==> src/rtl/comple2_seq_ctrl_if.sv <==
// ---------------------------------------------------------------------------
// comple2_seq_ctrl_if
//   Bundle of the request, result and complement-unit signals for
//   comple2_seq_ctrl. W = 16*NWORDS.
//   Ports (as seen from the sequencer, modport slave):
//     req0_valid/req0_data/req0_neg  in   requester 0 operand and negate select
//     req0_ready                     out  requester 0 accepted this cycle
//     req1_*                         same for requester 1
//     out_valid/out_data/out_id/out_co/out_ovf  out  result and flags
//     out_ready                      in   consumer takes result
//     busy                           out  sequencer not idle
//     cu_a/cu_cin/cu_cmp             out  word, carry-in, complement select to the unit
//     cu_r/cu_co                     in   unit result and carry-out
//   modport master is the environment view (requesters, consumer, unit).
// ---------------------------------------------------------------------------
interface comple2_seq_ctrl_if #(
    parameter int NWORDS = 4
);
    localparam int W = 16 * NWORDS;

    logic         req0_valid;
    logic         req0_ready;
    logic [W-1:0] req0_data;
    logic         req0_neg;
    logic         req1_valid;
    logic         req1_ready;
    logic [W-1:0] req1_data;
    logic         req1_neg;
    logic         out_valid;
    logic         out_ready;
    logic [W-1:0] out_data;
    logic         out_id;
    logic         out_co;
    logic         out_ovf;
    logic         busy;
    logic [15:0]  cu_a;
    logic         cu_cin;
    logic         cu_cmp;
    logic [15:0]  cu_r;
    logic         cu_co;

    modport master (
        output req0_valid, req0_data, req0_neg,
        output req1_valid, req1_data, req1_neg,
        output out_ready, cu_r, cu_co,
        input  req0_ready, req1_ready,
        input  out_valid, out_data, out_id, out_co, out_ovf, busy,
        input  cu_a, cu_cin, cu_cmp
    );

    modport slave (
        input  req0_valid, req0_data, req0_neg,
        input  req1_valid, req1_data, req1_neg,
        input  out_ready, cu_r, cu_co,
        output req0_ready, req1_ready,
        output out_valid, out_data, out_id, out_co, out_ovf, busy,
        output cu_a, cu_cin, cu_cmp
    );
endinterface

==> src/rtl/comple2_seq_ctrl.sv <==
// ---------------------------------------------------------------------------
// comple2_seq_ctrl
//   Multi-word two's-complement sequencer and 2-port arbiter in front of the
//   shared combinational 16-bit complement unit. An accepted operand is fed
//   to the unit one word per cycle, LSW first, with the unit's carry-out
//   chained into the next word's carry-in. The full result is then held with
//   the final carry and an overflow flag (negation of the most-negative value)
//   until the consumer takes it.
//   Ports:
//     clk   in   single clock, rising edge
//     rst   in   synchronous reset, active-high
//     bus   slave view of comple2_seq_ctrl_if (requests, result, unit link)
// ---------------------------------------------------------------------------
module comple2_seq_ctrl #(
    parameter int NWORDS = 4
) (
    input  logic                clk,
    input  logic                rst,
    comple2_seq_ctrl_if.slave   bus
);
    localparam int IW = (NWORDS > 1) ? $clog2(NWORDS) : 1;

    typedef enum logic [1:0] {IDLE, RUN, DONE} state_t;

    state_t                   state, state_nx;
    logic [NWORDS-1:0][15:0]  op_q;
    logic [NWORDS-1:0][15:0]  res_q;
    logic                     neg_q;
    logic                     id_q;
    logic                     carry_q;
    logic [IW-1:0]            idx_q;
    logic                     rr_last;
    logic                     rr_vld;
    logic                     grant0;
    logic                     grant1;
    logic                     accept;
    logic                     last_word;

    // rr_last is the requester served last; rr_vld stays low until the first
    // result is delivered so that req0 wins the first contested grant.
    always_comb begin
        grant0 = bus.req0_valid & (~bus.req1_valid | ~rr_vld | rr_last);
        grant1 = bus.req1_valid & (~bus.req0_valid | (rr_vld & ~rr_last));
    end

    assign accept    = (state == IDLE) & (grant0 | grant1);
    assign last_word = (idx_q == IW'(NWORDS - 1));

    // State register
    always_ff @(posedge clk) begin
        if (rst) state <= IDLE;
        else     state <= state_nx;
    end

    // Next-state logic
    always_comb begin
        state_nx = state;
        unique case (state)
            IDLE: if (accept)        state_nx = RUN;
            RUN:  if (last_word)     state_nx = DONE;
            DONE: if (bus.out_ready) state_nx = IDLE;
            default:                 state_nx = IDLE;
        endcase
    end

    // Datapath registers
    always_ff @(posedge clk) begin
        if (rst) begin
            op_q    <= '0;
            res_q   <= '0;
            neg_q   <= 1'b0;
            id_q    <= 1'b0;
            carry_q <= 1'b0;
            idx_q   <= '0;
            rr_last <= 1'b0;
            rr_vld  <= 1'b0;
        end else begin
            unique case (state)
                IDLE: begin
                    if (accept) begin
                        op_q    <= grant0 ? bus.req0_data : bus.req1_data;
                        neg_q   <= grant0 ? bus.req0_neg  : bus.req1_neg;
                        carry_q <= grant0 ? bus.req0_neg  : bus.req1_neg;
                        id_q    <= grant1;
                        idx_q   <= '0;
                    end
                end
                RUN: begin
                    res_q[idx_q] <= bus.cu_r;
                    carry_q      <= bus.cu_co;
                    idx_q        <= idx_q + IW'(1);
                end
                DONE: begin
                    if (bus.out_ready) begin
                        rr_last <= id_q;
                        rr_vld  <= 1'b1;
                    end
                end
                default: ;
            endcase
        end
    end

    // Outputs: result fields are forced to zero unless a result is presented.
    always_comb begin
        bus.req0_ready = (state == IDLE) & grant0;
        bus.req1_ready = (state == IDLE) & grant1;
        bus.busy       = (state != IDLE);
        bus.out_valid  = 1'b0;
        bus.out_data   = '0;
        bus.out_id     = 1'b0;
        bus.out_co     = 1'b0;
        bus.out_ovf    = 1'b0;
        bus.cu_a       = '0;
        bus.cu_cin     = 1'b0;
        bus.cu_cmp     = 1'b0;
        if (state == RUN) begin
            bus.cu_a   = op_q[idx_q];
            bus.cu_cin = carry_q;
            bus.cu_cmp = neg_q;
        end
        if (state == DONE) begin
            bus.out_valid = 1'b1;
            bus.out_data  = res_q;
            bus.out_id    = id_q;
            bus.out_co    = carry_q;
            bus.out_ovf   = neg_q & op_q[NWORDS-1][15] & res_q[NWORDS-1][15];
        end
    end

endmodule

==> src/flat_wrapper.sv <==
// flat-port wrapper written by rule: the top's interface ports become plain ports
module comple2_seq_ctrl_flat 
#(
    parameter int NWORDS = 4
)
  (clk, rst, bus_req0_valid, bus_req0_data, bus_req0_neg, bus_req1_valid, bus_req1_data, bus_req1_neg, bus_out_ready, bus_cu_r, bus_cu_co, bus_req0_ready, bus_req1_ready, bus_out_valid, bus_out_data, bus_out_id, bus_out_co, bus_out_ovf, bus_busy, bus_cu_a, bus_cu_cin, bus_cu_cmp);
  comple2_seq_ctrl_if #(.NWORDS(NWORDS)) bus_i ();
  input  logic clk;
  input  logic rst;
  input wire logic [$bits(bus_i.req0_valid)-1:0] bus_req0_valid;
  input wire logic [$bits(bus_i.req0_data)-1:0] bus_req0_data;
  input wire logic [$bits(bus_i.req0_neg)-1:0] bus_req0_neg;
  input wire logic [$bits(bus_i.req1_valid)-1:0] bus_req1_valid;
  input wire logic [$bits(bus_i.req1_data)-1:0] bus_req1_data;
  input wire logic [$bits(bus_i.req1_neg)-1:0] bus_req1_neg;
  input wire logic [$bits(bus_i.out_ready)-1:0] bus_out_ready;
  input wire logic [$bits(bus_i.cu_r)-1:0] bus_cu_r;
  input wire logic [$bits(bus_i.cu_co)-1:0] bus_cu_co;
  output wire logic [$bits(bus_i.req0_ready)-1:0] bus_req0_ready;
  output wire logic [$bits(bus_i.req1_ready)-1:0] bus_req1_ready;
  output wire logic [$bits(bus_i.out_valid)-1:0] bus_out_valid;
  output wire logic [$bits(bus_i.out_data)-1:0] bus_out_data;
  output wire logic [$bits(bus_i.out_id)-1:0] bus_out_id;
  output wire logic [$bits(bus_i.out_co)-1:0] bus_out_co;
  output wire logic [$bits(bus_i.out_ovf)-1:0] bus_out_ovf;
  output wire logic [$bits(bus_i.busy)-1:0] bus_busy;
  output wire logic [$bits(bus_i.cu_a)-1:0] bus_cu_a;
  output wire logic [$bits(bus_i.cu_cin)-1:0] bus_cu_cin;
  output wire logic [$bits(bus_i.cu_cmp)-1:0] bus_cu_cmp;
  assign bus_i.req0_valid = bus_req0_valid;
  assign bus_i.req0_data = bus_req0_data;
  assign bus_i.req0_neg = bus_req0_neg;
  assign bus_i.req1_valid = bus_req1_valid;
  assign bus_i.req1_data = bus_req1_data;
  assign bus_i.req1_neg = bus_req1_neg;
  assign bus_i.out_ready = bus_out_ready;
  assign bus_i.cu_r = bus_cu_r;
  assign bus_i.cu_co = bus_cu_co;
  assign bus_req0_ready = bus_i.req0_ready;
  assign bus_req1_ready = bus_i.req1_ready;
  assign bus_out_valid = bus_i.out_valid;
  assign bus_out_data = bus_i.out_data;
  assign bus_out_id = bus_i.out_id;
  assign bus_out_co = bus_i.out_co;
  assign bus_out_ovf = bus_i.out_ovf;
  assign bus_busy = bus_i.busy;
  assign bus_cu_a = bus_i.cu_a;
  assign bus_cu_cin = bus_i.cu_cin;
  assign bus_cu_cmp = bus_i.cu_cmp;
  comple2_seq_ctrl #(.NWORDS(NWORDS)) u_core (.clk(clk), .rst(rst), .bus(bus_i));
endmodule
==> config.mk <==
export PLATFORM = sky130hd
export DESIGN_NAME = comple2_seq_ctrl_flat
export DESIGN_NICKNAME = d
export VERILOG_FILES = /design/src/rtl/comple2_seq_ctrl_if.sv /design/src/rtl/comple2_seq_ctrl.sv /design/src/flat_wrapper.sv
export SDC_FILE = /design/constraint.sdc
export NUM_CORES = 1
export LEC_CHECK = 0
export CELL_PAD_IN_SITES_DETAIL_PLACEMENT = 1
export CELL_PAD_IN_SITES_GLOBAL_PLACEMENT = 1
export CORE_ASPECT_RATIO = 1.1
export CORE_MARGIN = 5
export CORE_UTILIZATION = 35
export DETAILED_ROUTE_END_ITERATION = 6
export MAX_ROUTING_LAYER = met4
export PLACE_DENSITY_LB_ADDON = 0.1
export SETUP_SLACK_MARGIN = 0.15
export SLEW_MARGIN = 25
export SYNTH_ARGS = -nofsm -noshare
export SYNTH_HDL_FRONTEND = slang
export SYNTH_SLANG_ARGS = --single-unit
==> constraint.sdc <==
create_clock -name clk -period 4.05 [get_ports clk]
set_input_delay 0.6075 -clock clk [delete_from_list [all_inputs] [get_ports clk]]
set_output_delay 0.6075 -clock clk [all_outputs]
set_load 0.02 [all_outputs]
==> impl_metrics.ini, run 1 <==
[critical_path]
path_cells = buf_4 > mux4_2 > and2_1 > clkdlybuf4s50_1
r2r_slack_ns = 1.88
slowest_delay_ns = 0.58
critPathLaunchType = register
r2r-start = u_core.rr_last
critPathArrivalTime_ns = 2.49
cpMaxStageDelayCell = dfxtp_1
critPathMaxFanout = 7
ff2ff_path_depth = 5
cp.buffers_inverters = 2
path_class = reg -> out
path_delay_family = buffers and inverters
end_kind = output port
worstPathRequired_ns = 3.44
r2r-end = u_core.op_q[56]

[clock_tree]
holdBufCountCts = 0
clk_latency_ns = 0.43
clockBufferDepth = 2
cts_resized = 0
clockRootBuffer = clkbuf_16
cts_tree = yes
cts_setup_buffers = 0
h-tree-depth = 4
cts_made_buffers = 17
clk_pin_slew_ns = 0.06
cts_sinks = 137

[pwr]
p_per_area_mw_per_mm2 = 378.1
p_leak_nw = 3.410
irDropWorstVdd_uv = 304.3

[global_route]
grt_max_degree = 133
track_usage_pct = 21.27
grt_pass1_wl_mm = 36.27
antenna_found_initial = 0
first_global_vias = 6592
gr-total-overflow = 0

[place]
port-buffer-count = 240
dp_hpwl_mm = 16.69
preCtsSetupSlack_ns = 1.047
gp_congestion = 0.8207
place_area_mm2 = 0.009305

[route]
viasPerCell = 5.075
vias = 6476
wl_per_cell_um = 18.59
drt_wl_total_mm = 23.73
drc_errors = 0
postRouteAntennaNets = 0
dr.pass1.iters = 4
drtIter0Drc = 327

[layout]
layout_commonest_cell = clkdlybuf4s50_1
drive_above_1_share_pct = 13.41
final_cell_mix = clkdlybuf4s50_1 (239), nand2_1 (137), dfxtp_1 (137)
n_fill_cell = 2258
final_util_pct = 51.51
nNetsFinal = 1172
syn_to_final_growth_pct = 44.29
diodes = 0
final_area_mm2 = 0.009906

[timing]
hold_viol_final = 0
finClkSkew_ns = 0.009913
setup_slack_ns = 0.9553
maxSlewHeadroom_pct = 34.38
rsz0062_at_grt = false
worstMarginPinSlew_ns = 0.9843
finalCritPeriodShare_pct = 76.41
setup_viol = 0
clock.fmax_ghz = 0.3231
period_needed_ns = 3.095
setup_tns_ns = 0
drv_slew = 0

[synth]
ys_seq_area_share_pct = 39.95
syn_area_per_cell_um2 = 8.372
async_flop_share_pct = 0
synth.distinct_cells = 31
syn_area_mm2 = 0.006865
ys_top_cells_by_area = dfxtp_1 (40%), nor4_2 (8.9%), and2_1 (8.2%)
ys_warn_count = 0
yosysTopAreaCellShare_pct = 39.95
synth.net_count = 976
synthCells = 820
yosysTopAreaCell = dfxtp_1
synth_seq_cells = 137
synth_edf_count = 0
synthFlopType = dfxtp_1

[floorplanning]
core.rowCount = 53
fp.dieH_um = 156.9
io_pins = 241
start_util_pct = 35.70
core_area_mm2 = 0.01923
die_x_um = 143.5
dieArea_mm2 = 0.02252

[run]
cap_violations = 0

[status]
outcome = finished clean

[hold_path]
hold-path-cell-count = 2
whs_endpoint = u_core.res_q[0]
min_path_type = reg -> reg
hp-start = u_core.res_q[0]
## layout make-up
class                      count  area (um^2)  share of cell area [%]
multi-input combinational    603         3712                   37.48
tap                          247        309.0                   3.120
clock buffer                  18        439.2                   4.433
timing repair buffer         253         2526                   25.50
sequential                   137         2743                   27.69
inverter                       4        15.01                  0.1516
clock inverter                14        161.4                   1.629
## registers in the layout, summed over array words and instances, names as in the netlist
name / cells
u_core.op_q: 64
u_core.res_q: 64
u_core.idx_q: 2
u_core.state: 2
u_core.carry_q: 1
u_core.id_q: 1
u_core.neg_q: 1
u_core.rr_last: 1
u_core.rr_vld: 1
## cells in the mapped netlist, types with 15 or more instances
library cell	n
nand2_1	138
dfxtp_1	137
nor3_1	108
and2_1	90
nor2_1	74
a21oi_1	70
nor4_2	49
buf_2	28
clkbuf_1	28
nor3_2	20
mux4_2	16
buf_4	15
nor4_1	15
## how the worst max path moves through the flow
stage / endpoint / cells after the start / slack (ns) / startpoint
detailed placement: u_core.op_q[9] / 6 / 1.05 / bus_req1_valid
CTS: bus_cu_a[5] / 4 / 0.90 / u_core.idx_q[0]
global placement: u_core.op_q[9] / 6 / 1.10 / bus_req1_valid
floorplan: bus_cu_a[10] / 4 / 2.02 / u_core.idx_q[0]
finish: bus_cu_a[2] / 4 / 0.96 / u_core.idx_q[0]
global route: bus_out_ovf / 5 / 0.77 / u_core.state[1]
## worst reg2reg max path: stages (launching register included)
cell,delay [ns]
dfxtp_1,0.38
nand3b_1,0.16
and2_2,0.81
buf_4,0.38
nor3_1,0.09
nor4_2,0.27
## metrics by stage
stage,std cells,hold slack (ns),power [mW]
after floorplan,820,0.4317,1.903
after global placement,1244,0.4380,2.184
after detailed placement,1244,0.4429,2.196
after CTS,1276,0.4516,3.785
after global routing,1276,0.4656,3.902
final,1276,0.4509,3.746
## metal layers
layer	global-route usage, %	up-vias	share of wire [%]	wire length, um
li1	-	3202	-	-
met1	25.51	3064	43	10110
met2	35.84	182	50	11820
met3	4.710	28	5.7	1343
met4	6.278	0	1.9	452
met5	-	-	0	0
## power by group
part	internal (mW)	leakage [nW]	switching (mW)
Clock	0.938	0.290	0.646
Sequential	1.44	1.12	0.0602
Combinational	0.320	1.99	0.340
## kinds of logic (layout without fill, tap and decap cells)
kind of cell	Yosys count	after routing	share of synthesized area (%)
simple gates	506	506	41.97
flops	137	137	39.95
buf+inv	80	289	6.251
compound gates	77	77	5.850
mux	16	16	5.249
fa+ha+maj	4	4	0.7290
Power figures use the tool's default switching activity.
==> run 2, diff against run 1 <==
- CORE_UTILIZATION: 35 -> 30
- clock period: 4.05 -> 2.6 ns (I/O delays scaled with it)
==> impl_metrics.ini, run 2 (same netlist as run 1, synthesis figures left out) <==
[status]
outcome = finished clean

[layout]
nNetsFinal = 1180
layout.area.seq_mm2 = 0.002744
layout_commonest_cell = clkdlybuf4s50_1
syn_to_final_growth_pct = 48.17
drive_above_1_share_pct = 14.37
reg.largest.list = u_core.op_q x64, u_core.res_q x64
multi_input_area_mm2 = 0.003714
final_cell_mix = clkdlybuf4s50_1 (155), nand2_1 (137), dfxtp_1 (136)
n_fill_cell = 2642

[critical_path]
critPathArrivalTime_ns = 2.00
cp.depth = 4
crit_start = u_core.idx_q[0]
cpMaxStageDelayCell = mux4_2
critPathMaxFanout = 10
path_class = reg -> out
ff2ff_path_depth = 7
r2r_slack_ns = 0.77
worstPathRequired_ns = 2.21
slowest_delay_ns = 0.51
path_cells = buf_8 > mux4_2 > and2_1 > dlygate4sd2_1
end_kind = output port
r2r-start = u_core.idx_q[0]
cp.buffers_inverters = 2
r2r-end = u_core.res_q[0]
setup.worst_path.end = bus_cu_a[8]
critPathLaunchType = register
path_delay_family = buffers and inverters

[global_route]
grt_max_degree = 116
track_usage_pct = 19.23
gr-total-overflow = 0
antenna_found_initial = 2
grt_pass1_wl_mm = 38.26
first_global_vias = 6790

[floorplanning]
core.rowCount = 58
start_util_pct = 30.22
fp.dieH_um = 168.7
io_pins = 241
dieArea_mm2 = 0.02601
die_x_um = 154.2
core_area_mm2 = 0.02271

[timing]
setup_viol = 0
rsz0062_at_grt = true
maxSlewHeadroom_pct = 55.72
worstMarginPinSlew_ns = 0.6627
drv_slew = 0
finalCritPeriodShare_pct = 92.08
clock.fmax_ghz = 0.4177
finClkSkew_ns = 0.01158
hold_viol_final = 0
hold_ws_ns = 0.3886
period_needed_ns = 2.394
setup_tns_ns = 0

[route]
drc_errors = 0
postRouteAntennaNets = 0
vias = 6489
dr.pass1.iters = 4
viasPerCell = 4.843
met3_length_mm = 1.803
highest_layer = met4
drt_wl_total_mm = 24.79
drtIter0Drc = 261
wl_per_cell_um = 18.50
dr_wl_met2_mm = 11.83
wl_met1_mm = 10.82

[clock_tree]
cts_made_buffers = 17
h-tree-depth = 4
clockRootBuffer = clkbuf_16
cts_tree = yes
cts_sinks = 137
clk_latency_ns = 0.42
holdBufCountCts = 0
clk_pin_slew_ns = 0.06
clockBufferDepth = 2

[pwr]
irDropWorstVdd_uv = 429.0
p_leak_nw = 4.322
total_power_mw = 5.876
p_per_area_mw_per_mm2 = 577.6

[hold_path]
min_path_type = in -> reg

[place]
dp_hpwl_mm = 17.23
port-buffer-count = 240
gp_congestion = 0.7848

[run]
cap_violations = 0
run 2: cell types whose count changed in the layout (fill, tap and decap cells not counted), moves of 2 or more:
cell,before,now
buf_8,0,2
buf_12,2,6
diode_2,0,3
clkinvlp_4,2,4
dlymetal6s2s_1,0,33
dlygate4sd2_1,0,50
clkdlybuf4s50_1,239,155
run 2: metrics by stage:
step | instance area (um^2) | setup WS (ns) | util (%) | cells
floorplan | 6865 | 0.7826 | - | 820
global placement | 9464 | 0.2468 | 41.67 | 1303
detailed placement | 9464 | 0.2181 | 41.67 | 1303
CTS | 10040 | -0.04218 | 44.21 | 1336
global route | 10170 | 0.1234 | 44.77 | 1339
finish | 10170 | 0.2060 | 44.78 | 1340
run 2: worst min path at each step:
| stage | startpoint | endpoint | slack, ns | depth (start not counted) |
|---|---|---|---|---|
| final | rst | u_core.state[0] | 0.39 | 2 |
| after global routing | rst | u_core.state[0] | 0.40 | 2 |
| after CTS | rst | u_core.id_q | 0.38 | 2 |
| after detailed placement | u_core.res_q[31] | u_core.res_q[31] | 0.44 | 2 |
| after global placement | u_core.res_q[56] | u_core.res_q[56] | 0.44 | 2 |
| after floorplan | u_core.res_q[0] | u_core.res_q[0] | 0.43 | 2 |
run 2: area by class of cell:
class	count	area share, %
multi-input cells	603	36.51
flip-flops and latches	137	26.97
repair buffers	261	26.69
clock buffers	18	4.317
well taps	300	3.690
clock inverters	14	1.599
inverters	4	0.1476
diodes	3	0.07380
run 2: where the power goes:
group,switching [mW],internal (mW),leakage [nW]
Combinational,0.531,0.511,2.91
Clock,1.03,1.46,0.282
Sequential,0.0958,2.25,1.12
run 2: worst register-to-register path, stage by stage, from the launching register on:
cell and delay [ns]:
dfxtp_2 0.36, buf_8 0.16, buf_4 0.14, inv_1 0.10
ha_1 0.18, and2_1 0.54, nand2_1 0.14, a21oi_1 0.14
run 2: routing by layer:
layer / global-route usage [%] / up-vias
met5: - / -
met4: 4.608 / 0
met3: 6.188 / 20
met2: 31.40 / 176
met1: 23.20 / 3068
li1: - / 3225
run 2: what timing repair did:
| item | CTS | global route |
|---|---|---|
| gates resized for setup | 52 | 38 |
| cloned | 1 | 1 |
| endpoints found under the setup margin | 70 | 42 |
| buffers inserted | 0 | 0 |
